$ cat src/rtl/dm_store_buffer.sv
// Store buffer between MEM and data memory. It decodes SW/SH/SB into a word
// address, lane-aligned write data and byte enables, and queues legal stores in
// a small FIFO. The head entry is offered to DM through a req/ack handshake.
// A misaligned store or an illegal op is never queued; it raises a one-cycle
// st_exc pulse instead.
module dm_store_buffer #(
  parameter int DEPTH = 4,
  parameter int CNT_W = 3
) (
  input  logic             clk,
  input  logic             reset,
  input  logic             st_valid,
  input  logic [31:0]      st_addr,
  input  logic [31:0]      st_data,
  input  logic [2:0]       st_op,
  output logic             st_ready,
  output logic             st_exc,
  output logic             dm_req,
  output logic [31:0]      dm_addr,
  output logic [31:0]      dm_wdata,
  output logic [3:0]       dm_be,
  input  logic             dm_ack,
  output logic             empty,
  output logic [CNT_W-1:0] count
);
  localparam int PTR_W = (DEPTH > 1) ? $clog2(DEPTH) : 1;

  typedef struct packed {
    logic [29:0] waddr;
    logic [31:0] wdata;
    logic [3:0]  be;
  } sb_entry_t;

  sb_entry_t        mem [DEPTH];
  sb_entry_t        head;
  logic [PTR_W-1:0] wr_ptr, rd_ptr;
  logic             legal, accept, push, pop, full;
  logic [3:0]       be_n;
  logic [31:0]      wdata_n;
  logic [1:0]       a;

  assign a = st_addr[1:0];

  // Decode the store into byte enables and replicated lane data; flag bad ones.
  always_comb begin
    legal   = 1'b0;
    be_n    = 4'h0;
    wdata_n = st_data;
    case (st_op)
      3'b000: begin
        legal   = (a == 2'b00);
        be_n    = 4'hf;
        wdata_n = st_data;
      end
      3'b001: begin
        legal   = ~a[0];
        be_n    = a[1] ? 4'hc : 4'h3;
        wdata_n = {2{st_data[15:0]}};
      end
      3'b010: begin
        legal   = 1'b1;
        be_n    = 4'b0001 << a;
        wdata_n = {4{st_data[7:0]}};
      end
      default: legal = 1'b0;
    endcase
  end

  // Ready depends only on the registered count, so a same-cycle pop never
  // lets a push into a full buffer; ready rises the cycle after the pop.
  assign full     = (count == CNT_W'(DEPTH));
  assign empty    = (count == '0);
  assign st_ready = ~full;
  assign accept   = st_valid & st_ready;
  assign push     = accept & legal;
  assign pop      = dm_req & dm_ack;

  assign head     = mem[rd_ptr];
  assign dm_req   = ~empty;
  assign dm_addr  = {head.waddr, 2'b00};
  assign dm_wdata = head.wdata;
  assign dm_be    = head.be;

  // Entry storage is never cleared; the count alone decides what is valid.
  always_ff @(posedge clk) begin
    if (push) mem[wr_ptr] <= '{waddr: st_addr[31:2], wdata: wdata_n, be: be_n};
  end

  // Pointers, occupancy and the exception pulse.
  always_ff @(posedge clk) begin
    if (reset) begin
      wr_ptr <= '0;
      rd_ptr <= '0;
      count  <= '0;
      st_exc <= 1'b0;
    end else begin
      st_exc <= accept & ~legal;
      if (push) wr_ptr <= wr_ptr + PTR_W'(1);
      if (pop)  rd_ptr <= rd_ptr + PTR_W'(1);
      case ({push, pop})
        2'b10:   count <= count + CNT_W'(1);
        2'b01:   count <= count - CNT_W'(1);
        default: count <= count;
      endcase
    end
  end
endmodule

$ cat config.mk
export PLATFORM = sky130hd
export DESIGN_NAME = dm_store_buffer
export DESIGN_NICKNAME = d
export VERILOG_FILES = /design/src/rtl/dm_store_buffer.sv
export SDC_FILE = /design/constraint.sdc
export NUM_CORES = 1
export LEC_CHECK = 0
export CAP_MARGIN = 20
export CELL_PAD_IN_SITES_DETAIL_PLACEMENT = 1
export CELL_PAD_IN_SITES_GLOBAL_PLACEMENT = 2
export CORE_MARGIN = 2
export CORE_UTILIZATION = 38
export CTS_CLUSTER_SIZE = 30
export DETAILED_ROUTE_END_ITERATION = 7
export GPL_TIMING_DRIVEN = 0
export HOLD_SLACK_MARGIN = 0.08
export PLACE_DENSITY_LB_ADDON = 0.1
export SLEW_MARGIN = 20
export SYNTH_ARGS = -nofsm -noshare
export SYNTH_HDL_FRONTEND = slang
export SYNTH_SLANG_ARGS = --single-unit
$ cat constraint.sdc
create_clock -name clk -period 2.55 [get_ports clk]
set_clock_uncertainty 0.05 [all_clocks]
set_input_delay 0.51 -clock clk [delete_from_list [all_inputs] [get_ports clk]]
set_output_delay 0.51 -clock clk [all_outputs]
set_load 0.02 [all_outputs]
# After elaboration in Yosys (flattened, before gate mapping)
# Memories as Yosys holds them, arrays and structs flattened. A register that Yosys moved wholly into a read port is not among the register bits.
# Index checks and enable logic that the tools add are counted.
[totals] register_bits=8 out_inout_bits=75 mem_count=1 inputBits=71 mem_bits_rw=264 elab_cells=36
[op_classes] shift=1 n_eq_ne=5 n_mux=9 add_sub_neg=4 n_reduce_logical=4 n_bitwise=8
[memory_table] memory="mem" words=4 width=66 read_ports=1 rd_ports_with_merged_regs=1 wr=1 line_no="34" rtl="sb_entry_t mem [DEPTH];"
[ops] op="$pmux 32 s2" count=1
[ops] op="$pmux 4 s3" count=1
[ops] op="$logic_not 3->1" count=2
[ops] op="$pmux 3 s2" count=1
[ops] op="$add 2x1->2 const B" count=2
[ops] op="$and 1x1->1" count=4
[ops] op="$mux 2" count=2
[ops] op="$mux 4" count=1
[ops] op="$not 1->1" count=4
[ops] op="$shl 1x2->4 const A" count=1
[ops] op="$add 3x1->3 const B" count=1
[ops] op="$eq 3x1->1 const B" count=1
[ops] op="$eq 3x2->1 const B" count=1
[ops] op="$eq 3x3->1 const B" count=1
[ops] op="$pmux 1 s3" count=1
[ops] op="$sub 3x1->3 const B" count=1
[ops] op="$eq 2x1->1 const B" count=1
[ops] op="$eq 2x2->1 const B" count=1
[ops] op="$logic_not 2->1" count=1
[ops] op="$mux 1" count=2
[ops] op="$reduce_bool 2->1" count=1

# Logic depth before layout (Yosys ltp)
# Gate-level depths: netlist of run 1.
[depth] ltp_word=6 mapped_depth=10

# Least setup slack after synthesis of run 1
# Ideal clock, no wire load.
[synth_timing] path_type="reg2reg" start="register count[2]" end="register count[2]" required_time_ns=2.430 stages_incl_launch_ff=11 n_path_buf=0 arrival_ns=2.392 period_less_slack_ns=2.512 slack_ns=0.038 path_cell_list="dfxtp_1 or3b_4 nand2_4 nor3_4 inv_1 ha_1 inv_1 fa_1 xor2_1 or3_2 a21oi_1"
[synth_between] elab_chain_cells=6 word_cells_on_any_way=13 cone_classes="2 x add/sub; 3 x eq/ne; 1 x mux; 5 x bitwise; 2 x reduce/logical"
[synth_rtl] element="start: declaration" line_no="24" rtl="output logic [CNT_W-1:0] count"
[synth_rtl] element="start signal: assignment" line_no="101" rtl="2'b10: count <= count + CNT_W'(1);"
[synth_rtl] element="start signal: assignment" line_no="102" rtl="2'b01: count <= count - CNT_W'(1);"
[synth_rtl] element="start signal: assignment" line_no="103" rtl="default: count <= count;"
[synth_rtl] element="$eq 3x3->1 (*)" line_no="71" rtl="assign full = (count == CNT_W'(DEPTH));"
[synth_rtl] element="$not 1->1 (*)" line_no="73" rtl="assign st_ready = ~full;"
[synth_rtl] element="net st_ready" line_no="16" rtl="output logic st_ready,"
[synth_rtl] element="$and 1x1->1 (*)" line_no="74" rtl="assign accept = st_valid & st_ready;"
[synth_rtl] element="$and 1x1->1 (*)" line_no="75" rtl="assign push = accept & legal;"
[synth_rtl] element="$eq 2x1->1 / $eq 2x2->1 (equally long branches)" line_no="100" rtl="case ({push, pop})"
[synth_rtl] element="$pmux 3 s2 / $reduce_bool 2->1 (equally long branches)"
# Mark *: on every way through the listed nets, which the timed path passes. The rest lies on a longest branch.
# A chain may end at the register's enable or synchronous reset.

==> metrics.yaml, run 1 <==
outcome: "finished, final reports clean"
core_um2: 27800
r2r_start: "count[2]"
fin_crit_sh: 1.00
grt_max_degree: 37
synth_area_leaders: "edfxtp_1 74%, mux4_2 14%, dfxtp_1 1.9%, nor2_1 1.7%, mux2_2 1.7%"
netlist.area_leader.share: 0.739
wl_met1_um: 9600
grt_pass1_wl_um: 35800
die_x_um: 172
hold_end: "wr_ptr[1]"
endpoint_kind: "output pin"
worstPathArrival_ns: 1.99
rsz0062_at_grt: "true"
syn_area_um2: 10700
synthCells: 519
hold_viol: 0
drive_above_1_share: 0.347
met2WireLength_um: 12300
cts_max_level: 1
worstHoldStart: "st_op[2]"
final_area_um2: 13600
ant_nets: 0
whs_path_depth: 3
die-area_um2: 29600
num_io_pins: 146
cts_buffer_depth: 3
synth_top_cell_by_area: "edfxtp_1"
cts_root_buffer: "clkbuf_16"
finalCriticalPeriod_ns: 2.55
avgRoutedWirePerCell_um: 21.4
final-setup-viol-count: 0
start_kind: "register"
layout_commonest_cell: "edfxtp_1"
slew_violations: 0
synth_cell_types: 35
power.leakage_uw: 0.00448
clk_latency_ns: 0.54
worst_r2r_path_depth: 10
layout_common_cells: "264 x edfxtp_1, 72 x clkdlybuf4s50_1, 66 x mux4_2"
rows: 61
port_buffers: 142
ys_seq_area_frac: 0.758
syn_area_per_cell_um2: 20.7
viasPerCell: 5.03
r2r_slack_ns: 0.13
min_path_type: "input pin to register"
dr.pass1.iters: 4
drv_cap: 0
dp_hpwl_um: 15300
cts.sinks: 274
start_util: 0.386
worstMarginPinSlew_ns: 0.633
cts_hold_buf: 0
grt_pass1_vias: 6232
dpl_cell_area_um2: 12700
maxSlewHeadroom: 0.578
fp.dieH_um: 172
maxUsedRoutingLayer: "met5"
area_delta_synth_final_pct: 27.2
timing.fmax_mhz: 392
antenna_found_initial: 2
grtUsageTotal: 0.163
totalWireLength_um: 23700
crit_type: "register to output pin"
drtIter0Drc: 228
grt.overflow.total: 0
ys_ff_latch: 274
required_ns: 1.99
vdd_drop_max_mv: 0.393
async_flop_share: 0
vias: 5553
synthFlopType: "edfxtp_1"
cts_tree: "done"
setup_tns_ns: 0
cts-buffers-inserted: 29
cts.clk_slew.worst_paths_ns: 0.06
regToRegEndpoint: "count[2]"
drc: 0
pwr_density_cell_nw_per_um2: 811
yosys_warnings: 0
synth_edf_count: 264
gp_congestion: 0.743
critPathMaxFanout: 10
fin_nets: 780
routed-wl-met3_um: 1260
-- worst max-delay path by stage --
stage,slack (ns),end,startpoint,cells past startpoint
4_1_cts,-0.08,dm_wdata[4],register,3
2_1_floorplan,0.04,count[2],count[2],10
3_5_place_dp,-0.78,count[2],st_addr[1],11
3_3_place_gp,-1.24,mem[3][50],st_op[1],5
5_1_grt,-0.08,dm_addr[5],register,4
6_report,0.001,dm_wdata[27],register,4
-- where the power goes --
group          internal (uW)  total, uW  switching (uW)
clock                   2530       4190            1660
sequential              5020       5070            41.5
combinational            903       1800             896
total                   8460      11100            2590
-- stage by stage --
step / hold slack [ns] / total power (uW) / worst slack [ns] / cells / util
2_1_floorplan: 0.431 / 6220 / 0.0382 / 520 / -
3_5_place_dp: 0.478 / 6990 / -0.785 / 1044 / 0.457
3_3_place_gp: 0.451 / 6960 / -1.24 / 1040 / 0.454
5_1_grt: 0.315 / 11500 / -0.0774 / 1104 / 0.491
6_report: 0.318 / 11100 / 0.00108 / 1105 / 0.491
4_1_cts: 0.306 / 11200 / -0.0766 / 1102 / 0.490
-- sequential cells by signal, indices dropped and copies added (netlist names), named ones only --
register  flops
mem         264
count         3
rd_ptr        2
wr_ptr        2
st_exc        1
-- per-layer routing --
layer | up-vias | track usage
met5 | - | 0
met4 | 2 | 0.0519
met3 | 38 | 0.0369
met2 | 129 | 0.291
met1 | 2910 | 0.198
li1 | 2474 | -
-- layout make-up --
cell class / count / area (um^2)
multi-input cells: 208 / 2410
repair buffers: 152 / 1340
plain buffers: 27 / 260
clock buffers: 39 / 813
flip-flops and latches: 274 / 8130
well taps: 378 / 473
diodes: 1 / 2.50
inverters: 11 / 41.3
fillers: 2635 / 14100
clock inverters: 15 / 156
-- cells by family (layout without fill, tap and decap cells) --
kind of cell,count (synthesis),after routing,synth area share
AND/OR/NAND/NOR,67,67,0.0303
other,1,3,0.000350
XOR/XNOR,5,5,0.00408
AO/OA/AOI/OAI,44,44,0.0223
adder cells (fa/ha/maj),6,6,0.00770
multiplexers,84,84,0.158
flip-flops,274,274,0.758
buffers and inverters,38,244,0.0195
-- critical path, stage by stage, from the launching register on --
cell     delay [ns]
dfxtp_4        0.41
buf_12         0.16
buf_12         0.16
mux4_2         0.53
buf_2          0.18
-- cell usage after synthesis, drive strengths merged, types with 3 or more instances --
cell and count:
buf 23, mux2 17, and2 5, a21oi 31, nor2 50, edfxtp 264, o22ai 8, mux4 66
ha 5, o21ai 4, nand2 3, inv 11, clkbuf 4, dfxtp 10, xor2 3
-- repair_timing --
item | in CTS | in global routing
endpoints found under the setup margin | 68 | 59
pin swaps | 2 | 2
resized for setup | 260 | 44
buffers inserted | 3 | 2
cloned | 1 | 0
Note: power is estimated with default switching activity, not from simulation.
==> run 2, diff against run 1 <==
CORE_ASPECT_RATIO = 1.2   (was default)
==> run 2 against run 1 <==
Net effect:
- the flow now finishes with violations (setup timing)
- total power is 2.2% lower
- cell count grew 0.27%
- non-clock buffer count up 4
- register-to-register slack worse by 0.05 ns
- die area barely moved
- critical path type unchanged
- critical endpoint is now dm_be[1]
- largest power group unchanged
==> metrics.yaml, run 2 (synthesized netlist as in run 1, its figures left out) <==
outcome: "finished with violations"
violations: "setup timing"
hold_viol: 0  # unchanged
grtUsageTotal: 0.165  # +0.00121
avgRoutedWirePerCell_um: 21.4  # -0.30%
setup_tns_ns: -0.0102  # -0.0102 ns
critPathMaxFanout: 5  # -5
path_delay_family: "buffers and inverters"
dp_cells: 1045  # +0.096%
fin_nets: 783  # +0.38%
cts.sinks: 274  # unchanged
register_area_um2: 8130  # about the same
num_io_pins: 146  # unchanged
dp_hpwl_um: 15400  # +0.95%
met2WireLength_um: 12700  # +3.3%
cp_num_buf_inv: 3  # unchanged
grt.overflow.total: 0  # unchanged
clk_latency_ns: 0.55  # about the same
routed-wl-met3_um: 1320  # +4.7%
drtIter0Drc: 238  # +4.4%
slew_violations: 0  # unchanged
fin_ws_ns: -0.00780  # -0.00888 ns
worstPathCellList: "buf_4 > bufbuf_16 > mux4_2 > buf_2"
cts_hold_buf: 0  # unchanged
worstMarginPinSlew_ns: 0.603  # -0.0298 ns
fp.dieH_um: 188  # +9.3%
crit_slowest_cell: "mux4_2"
cpPeakStageDelay_ns: 0.50  # -0.03 ns
port_buffers: 142  # unchanged
drc: 0  # unchanged
rows: 67  # +9.8%
totalWireLength_um: 23700  # about the same
fin_crit_sh: 1.00  # +0.00348
dr.pass1.iters: 4  # unchanged
vias: 5509  # -0.79%
gp_congestion: 0.762  # +2.6%
hold_ws_ns: 0.429  # +0.111 ns
layout_commonest_cell: "edfxtp_1"
cts_root_buffer: "clkbuf_16"
worstPathArrival_ns: 2.00  # about the same
die_x_um: 157  # -8.5%
area_delta_synth_final_pct: 27.7
wl_met1_um: 9310  # -3.0%
hold_end: "wr_ptr[1]"
required_ns: 1.99  # about the same
final_util: 0.492  # +0.00119
grt_max_degree: 36  # -2.7%
ant_nets: 0  # unchanged
drv_cap: 0  # unchanged
multi_input_area_um2: 2410  # unchanged
finalNonFillerCells: 1108  # +0.27%
drive_above_1_share: 0.323  # -0.0243
antenna_found_initial: 1  # -1
largest_reg_flops: 264  # unchanged
worst_r2r_path_depth: 10  # unchanged
start_util: 0.385  # -0.000694
cts-buffers-inserted: 28  # -3.4%
whs_path_depth: 4  # +1
maxSlewHeadroom: 0.598  # +0.0199
start_kind: "register"
fillers: 2624  # -0.42%
endpoint_kind: "output pin"
die-area_um2: 29600  # about the same
r2r_slack_ns: 0.08  # -0.05 ns
rsz0062_at_grt: "true"
pwr_density_cell_nw_per_um2: 790  # -2.6%
final-setup-viol-count: 2  # +2
cts_buffer_depth: 3  # unchanged
grt_pass1_vias: 6369  # +2.2%
cts.clk_slew.worst_paths_ns: 0.07  # about the same
core_um2: 27800  # +0.18%
reg_top3: "mem x264, count x3"
vdd_drop_max_mv: 0.540  # +37%
regToRegEndpoint: "count[2]"
min_path_type: "input pin to register"
viasPerCell: 4.97  # -1.1%
worstHoldStart: "st_op[2]"
layout_common_cells: "264 x edfxtp_1, 71 x clkdlybuf4s50_1, 66 x mux4_2"
r2r_start: "count[0]"
finalCriticalPeriod_ns: 2.56  # +0.00888 ns
maxUsedRoutingLayer: "met4"
grt_pass1_wl_um: 36800  # +2.7%
largest-register: "mem"
power.leakage_uw: 0.00450  # +0.56%
cts_max_level: 1  # unchanged
place_ws_ns: -0.838  # -0.0528 ns
timing.fmax_mhz: 391  # -0.35%
crit_type: "register to output pin"
cts_tree: "done"
run 2: final cells by class:
cell class	count	share of cell area
antenna	1	0.000183
buffer	27	0.0183
clock buffer	39	0.0564
clock inverter	13	0.00841
inverter	11	0.00302
multi-input combinational	208	0.176
sequential	274	0.594
tap	379	0.0346
timing repair buffer	156	0.109
run 2: how the worst max path moves through the flow:
stage,end,slack [ns],depth (start not counted)
after detailed placement,count[2],-0.84,11
after floorplan,count[2],0.04,10
final,dm_be[1],-0.008,4
after global routing,dm_be[1],-0.1,4
after CTS,dm_wdata[8],-0.11,3
after global placement,mem[1][45],-1.26,5
run 2: stage by stage:
stage | total power, uW | cell area [um^2]
3_3_place_gp | 6960 | 12600
4_1_cts | 10900 | 13500
6_report | 10800 | 13700
2_1_floorplan | 6220 | 10700
3_5_place_dp | 7000 | 12700
5_1_grt | 11300 | 13700
run 2: worst min-delay path: stages:
cell and delay [ns]:
buf_4 0.15, nor3_4 0.08, buf_4 0.13, mux2i_1 0.10
run 2: power by group:
part           total [uW]  internal [uW]  switching (uW)
Clock                3860           2220            1630
Sequential           5060           5020            37.1
Combinational        1900            980             919
Total               10800           8220            2590
run 2: repair_timing:
item                       CTS  global route
cloned                       2             3
buffers inserted             2             3
setup endpoints to repair   68            61
pin swaps                    2             3
resized for setup          243            39
run 2: metal layers:
metal,up-vias,global-route usage
li1,2478,-
met1,2866,0.203
met2,133,0.293
met3,32,0.0370
met4,0,0.0399
met5,-,0
==> run 3, diff against run 2 <==
SLEW_MARGIN = 30   (was 20)
==> run 3 against run 2 <==
Net effect:
- non-clock buffer count is the same
- cell count is the same
- the flow still finishes with violations (setup timing)
- flip-flop and latch count is the same
- global-route usage is the same
- worst hold slack is the same
- critical path depth is the same
- clock power is essentially flat
- sequential power is essentially flat
- via count is the same
- combinational power is essentially flat
==> metrics.yaml, run 3 (synthesized netlist as in run 1, its figures left out) <==
maxSlewHeadroom: 0.598  # unchanged
slew_violations: 0  # unchanged
r2r_slack_ns: 0.08  # about the same
cp_num_buf_inv: 3  # unchanged
fin_nets: 783  # unchanged
worst_r2r_path_depth: 10  # unchanged
cts_hold_buf: 0  # unchanged
gp_congestion: 0.762  # unchanged
grt-busiest-layer: "met2"
worstMarginPinSlew_ns: 0.603  # unchanged
fin_crit_sh: 1.00  # unchanged
dp_hpwl_um: 15400  # unchanged
start_util: 0.385  # unchanged
ant_nets: 0  # unchanged
required_ns: 1.99  # about the same
area_delta_synth_final_pct: 27.7  # unchanged
finalCriticalPeriod_ns: 2.56  # unchanged
cts_tree: "done"
dr.pass1.iters: 4  # unchanged
worstPathArrival_ns: 2.00  # about the same
grt_pass1_vias: 6369  # unchanged
drive_above_1_share: 0.323  # unchanged
grt.overflow.total: 0  # unchanged
avgRoutedWirePerCell_um: 21.4  # unchanged
start_kind: "register"
fp.dieH_um: 188  # unchanged
cts_buffer_depth: 3  # unchanged
cts.clk_slew.worst_paths_ns: 0.07  # about the same
layout_common_cells: "264 x edfxtp_1, 71 x clkdlybuf4s50_1, 66 x mux4_2"
total_power_uw: 10800  # unchanged
endpoint_kind: "output pin"
vdd_drop_max_mv: 0.540  # unchanged
violations: "setup timing"
setup_tns_ns: -0.0102  # unchanged
core_um2: 27800  # unchanged
outcome: "finished with violations"
regToRegEndpoint: "count[2]"
worstPathCellList: "buf_4 > bufbuf_16 > mux4_2 > buf_2"
layout_commonest_cell: "edfxtp_1"
num_io_pins: 146  # unchanged
crit_type: "register to output pin"
multi_input_area_um2: 2410  # unchanged
path_delay_family: "buffers and inverters"
cts-buffers-inserted: 28  # unchanged
reg_top3: "mem x264, count x3"
grt_pass1_wl_um: 36800  # unchanged
largest-register: "mem"
whs_path_depth: 4  # unchanged
power.leakage_uw: 0.00450  # unchanged
rsz0062_at_grt: "true"
cts_max_level: 1  # unchanged
port_buffers: 142  # unchanged
cts_root_buffer: "clkbuf_16"
grtUsageMet1: 0.203  # unchanged
antenna_found_initial: 1  # unchanged
vias: 5509  # unchanged
crit_slowest_cell: "mux4_2"
timing.fmax_mhz: 391  # unchanged
critPathMaxFanout: 5  # unchanged
worstHoldStart: "st_op[2]"
hold_end: "wr_ptr[1]"
clk_latency_ns: 0.55  # about the same
final-setup-viol-count: 2  # unchanged
min_path_type: "input pin to register"
grt_use_met3: 0.0370  # unchanged
register_area_um2: 8130  # unchanged
fillers: 2624  # unchanged
pwr_density_cell_nw_per_um2: 790  # unchanged
hold_viol: 0  # unchanged
die_x_um: 157  # unchanged
cts.sinks: 274  # unchanged
viasPerCell: 4.97  # unchanged
grt_max_degree: 36  # unchanged
totalWireLength_um: 23700  # unchanged
rows: 67  # unchanged
drc: 0  # unchanged
r2r_start: "count[0]"
largest_reg_flops: 264  # unchanged
use_met2: 0.293  # unchanged
fin_ws_ns: -0.00780  # unchanged
drtIter0Drc: 238  # unchanged
grtUsageTotal: 0.165  # unchanged
die-area_um2: 29600  # unchanged
cpPeakStageDelay_ns: 0.50  # about the same
drv_cap: 0  # unchanged
run 3: cell counts in the layout (fill, tap and decap cells not counted):
No cell type changed its count.
run 3: repair_timing:
item	in CTS	in global routing
gates resized for setup	243	39
pin swaps	2	3
cloned	2	3
setup buffers	2	3
endpoints found under the setup margin	68	61
run 3: metrics by stage:
stage / hold WS [ns] / cell area [um^2] / util / std cells / worst slack [ns]
after floorplan: 0.431 / 10700 / - / 520 / 0.0382
after global placement: 0.452 / 12600 / 0.454 / 1041 / -1.26
after detailed placement: 0.471 / 12700 / 0.457 / 1045 / -0.838
after CTS: 0.298 / 13500 / 0.487 / 1101 / -0.112
after global routing: 0.428 / 13700 / 0.492 / 1107 / -0.0991
final: 0.429 / 13700 / 0.492 / 1108 / -0.00780
run 3: layer usage:
metal	wire length, um	up-vias	share of wire
met2	12700	133	0.53
li1	-	2478	-
met5	0	-	0
met4	401	0	0.017
met3	1320	32	0.056
met1	9310	2866	0.39
run 3: worst reg2reg max path, delay by kind of cell, from the launching register on:
kind / cells / cell delay, ns
AOI/OAI and AO/OA: 1 / 0.14
and+or+nand+nor: 4 / 1.03
DFF: 1 / 0.35
buffers and inverters: 2 / 0.15
adders and majority gates: 2 / 0.52
xor gates and xnor gates: 1 / 0.16
run 3: how the worst max path moves through the flow:
stage | end | slack (ns) | cells after the start
after floorplan | count[2] | 0.04 | 10
after global placement | mem[1][45] | -1.26 | 5
after detailed placement | count[2] | -0.84 | 11
after CTS | dm_wdata[8] | -0.11 | 3
after global routing | dm_be[1] | -0.1 | 4
final | dm_be[1] | -0.008 | 4
run 3: cell type report:
cell class,instances,share of cell area
tap,379,0.0346
antenna,1,0.000183
clock inverter,13,0.00841
inverter,11,0.00302
clock buffer,39,0.0564
multi-input combinational,208,0.176
buffer,27,0.0183
sequential,274,0.594
timing repair buffer,156,0.109
run 3: report_power, final:
part | leakage (uW) | total, uW | internal (uW) | switching (uW)
Sequential | 0.00247 | 5060 | 5020 | 37.1
Clock | 0.000428 | 3860 | 2220 | 1630
Combinational | 0.00161 | 1900 | 980 | 919
